$ cat config.mk
export PLATFORM = sky130hd
export DESIGN_NAME = sdram_read_arb
export DESIGN_NICKNAME = d
export VERILOG_FILES = /design/src/rtl/sdram_read_arb.sv
export SDC_FILE = /design/constraint.sdc
export NUM_CORES = 1
export LEC_CHECK = 0
export CAP_MARGIN = 20
export CORE_ASPECT_RATIO = 1.2
export CORE_MARGIN = 4
export CORE_UTILIZATION = 40
export DETAILED_ROUTE_END_ITERATION = 10
export SLEW_MARGIN = 20
export SYNTH_ARGS = -nofsm -noshare
export SYNTH_HDL_FRONTEND = slang
export SYNTH_SLANG_ARGS = --single-unit
$ cat constraint.sdc
create_clock -name clk -period 5.7 [get_ports clk]
set_input_delay 1.14 -clock clk [delete_from_list [all_inputs] [get_ports clk]]
set_output_delay 1.14 -clock clk [all_outputs]
set_load 0.005 [all_outputs]
$ cat src/rtl/sdram_read_arb.sv
// Round-robin arbiter for the shared SDRAM read port: grants one requester, counts its beats, releases after a 1-cycle gap.
// Optional idle-beat watchdog enabled by defining SDRAM_READ_ARB_TIMEOUT_EN.
module sdram_read_arb #(
  parameter int N           = 4,
  parameter int SEL_W       = 5,
  parameter int LEN_W       = 11,
  parameter int TIMEOUT_CYC = 1024
) (
  input  logic               clk,
  input  logic               rst_n,
  input  logic [N-1:0]       req,
  input  logic [N*LEN_W-1:0] req_len,
  input  logic               rd_valid,
  output logic [N-1:0]       grant,
  output logic [SEL_W-1:0]   sel,
  output logic               busy,
  output logic [N-1:0]       done,
  output logic               timeout
);

  typedef enum logic [1:0] {IDLE, BUSY, GAP} state_t;

  state_t           state;
  logic [SEL_W-1:0] rr_ptr;
  logic [LEN_W-1:0] len_q;
  logic [LEN_W:0]   beat_cnt;
  logic [LEN_W:0]   last_beat;
  logic             pick_vld;
  logic [SEL_W-1:0] pick_idx;
  logic [LEN_W-1:0] pick_len;
  logic [SEL_W-1:0] next_ptr;

  // A latched length of zero encodes a full 2^LEN_W-beat burst.
  assign last_beat = {len_q == '0, len_q} - {{LEN_W{1'b0}}, 1'b1};
  assign next_ptr  = (int'(sel) == N - 1) ? '0 : sel + SEL_W'(1);

  always_comb begin
    int j;
    j        = 0;
    pick_vld = 1'b0;
    pick_idx = '0;
    pick_len = '0;
    for (int k = 0; k < N; k++) begin
      j = int'(rr_ptr) + k;
      if (j >= N) j = j - N;
      if (!pick_vld && req[j]) begin
        pick_vld = 1'b1;
        pick_idx = SEL_W'(j);
        pick_len = req_len[j*LEN_W +: LEN_W];
      end
    end
  end

`ifdef SDRAM_READ_ARB_TIMEOUT_EN
  localparam int WD_W = $clog2(TIMEOUT_CYC + 1);
  logic [WD_W-1:0] wd_cnt;
`else
  // No watchdog in this build; the port is held low.
  assign timeout = (TIMEOUT_CYC < 0);
`endif

  always_ff @(posedge clk or negedge rst_n) begin
    if (!rst_n) begin
      state    <= IDLE;
      grant    <= '0;
      sel      <= '0;
      busy     <= 1'b0;
      done     <= '0;
      rr_ptr   <= '0;
      len_q    <= '0;
      beat_cnt <= '0;
`ifdef SDRAM_READ_ARB_TIMEOUT_EN
      timeout  <= 1'b0;
      wd_cnt   <= '0;
`endif
    end else begin
      done <= '0;
`ifdef SDRAM_READ_ARB_TIMEOUT_EN
      timeout <= 1'b0;
`endif
      case (state)
        IDLE: begin
          if (pick_vld) begin
            grant    <= N'(1) << pick_idx;
            sel      <= pick_idx;
            busy     <= 1'b1;
            len_q    <= pick_len;
            beat_cnt <= '0;
`ifdef SDRAM_READ_ARB_TIMEOUT_EN
            wd_cnt   <= '0;
`endif
            state    <= BUSY;
          end
        end
        BUSY: begin
          if (rd_valid) begin
`ifdef SDRAM_READ_ARB_TIMEOUT_EN
            wd_cnt <= '0;
`endif
            if (beat_cnt == last_beat) begin
              done   <= grant;
              grant  <= '0;
              sel    <= '0;
              busy   <= 1'b0;
              rr_ptr <= next_ptr;
              state  <= GAP;
            end else begin
              beat_cnt <= beat_cnt + {{LEN_W{1'b0}}, 1'b1};
            end
          end
`ifdef SDRAM_READ_ARB_TIMEOUT_EN
          else if (wd_cnt == WD_W'(TIMEOUT_CYC - 1)) begin
            timeout <= 1'b1;
            grant   <= '0;
            sel     <= '0;
            busy    <= 1'b0;
            rr_ptr  <= next_ptr;
            state   <= GAP;
          end else begin
            wd_cnt <= wd_cnt + WD_W'(1);
          end
`endif
        end
        GAP:     state <= IDLE;
        default: state <= IDLE;
      endcase
    end
  end

endmodule

==> flow_metrics.py <==
metrics = {
    "logic_synthesis": {
        "yosys.area_share.simple_pct": 19.1,
        "synth_ff_type": "dfrtp_1",
        "synth_compound_area_share_pct": 22.2,
        "synth_fa_ha_area_share_pct": 7.91,
        "yosys_warnings": 0,
        "synth_seq_cells": 44,
        "synth_cell_type_count": 96,
        "synth_top_family_by_area": "multiplexers",
        "syn_nets": 1844,
        "syn_area_sq_um": 13600,
        "yosysSeqAreaShare_pct": 8.09,
        "synth_xor_area_share_pct": 4.59,
        "syn_inst": 1716,
        "async_reset_ff_share_pct": 100,
        "avgSynthCellArea_sq_um": 7.93,
        "synthMuxAreaShare_pct": 30.6,
        "synth_edf_count": 0,
    },
    "min_path": {
        "worstHoldStart": "busy",
        "min_path_type": "reg -> reg",
    },
    "floorplan": {
        "die_area_sq_um": 37000,
        "rows": 73,
        "initial_core_util_pct": 40.8,
        "die_width_um": 176,
        "die_h_um": 210,
        "io_pins": 66,
        "coreArea_sq_um": 33300,
    },
    "drt": {
        "vias": 14200,
        "detail_route.wirelength_um": 58200,
        "dr.pass1.iters": 6,
        "viasPerCell": 6.52,
        "drt_iter0_drc": 1654,
        "drc": 0,
        "antenna_left": 0,
        "avgRoutedWirePerCell_um": 26.8,
    },
    "job": {
        "drv_cap": 0,
    },
    "cells_and_area": {
        "layout_common_cells": "nand2_1 (184), nor2_1 (147), mux2i_1 (132)",
        "area_delta_synth_final_pct": 11.6,
        "finish.utilization_pct": 45.5,
        "drive_above_1_share_pct": 19.8,
        "layout.nets": 1853,
        "stdcell_area_sq_um": 15200,
        "final_common_cell": "nand2_1",
        "n_antenna_cell": 0,
    },
    "global_route": {
        "grt_first_pass_wirelength_um": 87000,
        "antenna_found_initial": 1,
        "grt_pass1_vias": 13400,
        "gr-usage-all-layers_pct": 30.5,
        "grt_max_degree": 148,
        "gr-total-overflow": 0,
    },
    "placed_design": {
        "dp_worst_setup_slack_ns": 0.0326,
        "gp_congestion": 1.05,
        "port_buffers": 64,
        "place_area_sq_um": 14800,
        "place_hpwl_um": 45900,
    },
    "timing": {
        "hold_viol_final": 0,
        "fin_crit_ns": 5.57,
        "worst_pin_slew_ns": 0.973,
        "slew_violations": 0,
        "max_freq_mhz": 179,
        "setup_ws_ns": 0.126,
        "maxSlewHeadroom_pct": 35.1,
        "setup_violations": 0,
        "finalClockSkew_ns": 0.0117,
        "fin_crit_sh_pct": 97.8,
    },
    "setup_path": {
        "startpoint": "rr_ptr[0]",
        "start_kind": "flip-flop",
        "crit_required_ns": 5.88,
        "setup.worst_path.end_class": "flip-flop",
        "critPathKind": "reg -> reg",
        "cp.arrival_ns": 5.75,
        "worstReg2RegStart": "rr_ptr[0]",
        "cp_max_fo": 4,
    },
    "cts": {
        "worstSkewPairLatency_ns": 0.30,
        "cts_buffer_depth": 2,
        "path_clk_slew_ns": 0.07,
        "cts_num_sinks": 44,
        "postCtsHoldBufs": 0,
        "ctsHtreeMaxLevel": 2,
        "cts_tree": "done",
        "cts-root-buf": "clkbuf_16",
        "cts_made_buffers": 5,
    },
    "status": {
        "outcome": "complete, no violations",
    },
}
-- per-layer routing --
metal | share of wire (%) | GRT usage, % | wire, um
met5 | 0 | 0 | 0
met4 | 7.9 | 18.6 | 4610
met3 | 6.6 | 2.51 | 3830
met2 | 47 | 50.4 | 27300
met1 | 39 | 39.0 | 22500
-- worst paths after layout --
kind                        endpoint  slack (ns)  depth (start not counted)
setup reg to reg           len_q[10]        0.13                         22
hold reg to reg                 busy        0.47                          2
max in group asynchronous  rr_ptr[0]        4.41                          1
hold / removal                  busy        0.47                          2
min in group asynchronous   len_q[9]        0.84                          1
setup / recovery           len_q[10]        0.13                         22
-- per-stage QoR --
step                instances  hold slack (ns)  TNS (ns)
finish                   2176            0.473         0
global route             2176            0.544   -0.0775
CTS                      2173            0.484         0
detailed placement       2164            0.467         0
global placement         2164            0.465         0
floorplan                1716            0.471         0
-- critical path, cell delays in order, from the launching register on --
cell	delay, ns
dfrtp_4	0.47
ha_1	0.22
xor2_1	0.15
inv_1	0.14
ha_4	0.17
inv_1	0.08
or4_4	0.55
o311ai_4	0.10
nor2_2	0.09
ha_1	0.28
inv_1	0.05
fa_1	0.50
inv_1	0.06
ha_4	0.26
and2_1	0.17
a221o_1	0.32
or3_4	0.40
o211ai_1	0.16
nor2b_4	0.25
or2_4	0.16
o221ai_1	0.14
or3_1	0.44
o32a_1	0.29
-- layout make-up --
cell class | instances | area (sq um)
Clock buffer | 5 | 125
Clock inverter | 3 | 46.3
Fill cell | 3397 | 18200
Inverter | 71 | 267
Multi-Input combinational cell | 1448 | 11700
Sequential cell | 44 | 1100
Tap cell | 450 | 563
Timing Repair Buffer | 155 | 1370
-- cell usage after synthesis (all sizes together) (5+ instances only) --
library cell	number	area [sq um]
o22ai	14	87.6
a2111oi	7	61.3
o21a	11	83.8
xor2	23	201
o221ai	5	43.8
xnor2	41	400
a22o	6	52.6
nor2	150	566
a21oi	84	420
nand2b	22	145
o21ai	133	666
a31oi	26	163
or2	16	100
a22oi	8	60.1
mux2i	133	1340
nand3	36	185
inv	67	251
fa	15	300
a41oi	7	61.3
dfrtp	44	1100
and3	14	87.6
nor3	31	175
nand3b	6	48.8
a211oi	33	270
o2111ai	6	52.6
nor3b	7	62.6
o31ai	9	72.6
nand2	186	701
or4	6	52.6
or3	10	62.6
nor2b	10	62.6
nand4	15	93.8
o21bai	10	75.1
and2	12	75.1
nor4	15	93.8
ha	62	776
a21o	15	113
clkbuf	89	334
mux2	84	946
a311oi	8	70.1
buf	64	417
o211ai	24	180
mux4	83	1870
-- timing repair --
item,CTS,global route
endpoints found under the setup margin,3,11
setup buffers,1,3
gates resized for setup,7,27
gates cloned,0,0
hold endpoints to repair,0,0
pin swaps,1,6
-- registers in the layout (all words and copies together) (netlist names) --
| name | count |
|---|---|
| len_q | 11 |
| sel | 5 |
| done | 4 |
| state | 2 |
| beat_cnt | 12 |
| grant | 4 |
| rr_ptr | 5 |
| busy | 1 |
-- cell families (layout without fill, tap and decap cells) --
group | count (synthesis) | after routing
simple gates | 546 | 546
compound gates | 459 | 459
mux | 300 | 300
buf+inv | 224 | 234
fa+ha+maj | 77 | 77
xor+xnor | 65 | 65
flops | 44 | 44
other cells | 1 | 1
Power is left out: the tool's default activity adds up to more than one toggle a clock period on the data nets, which glitch-free logic cannot reach.
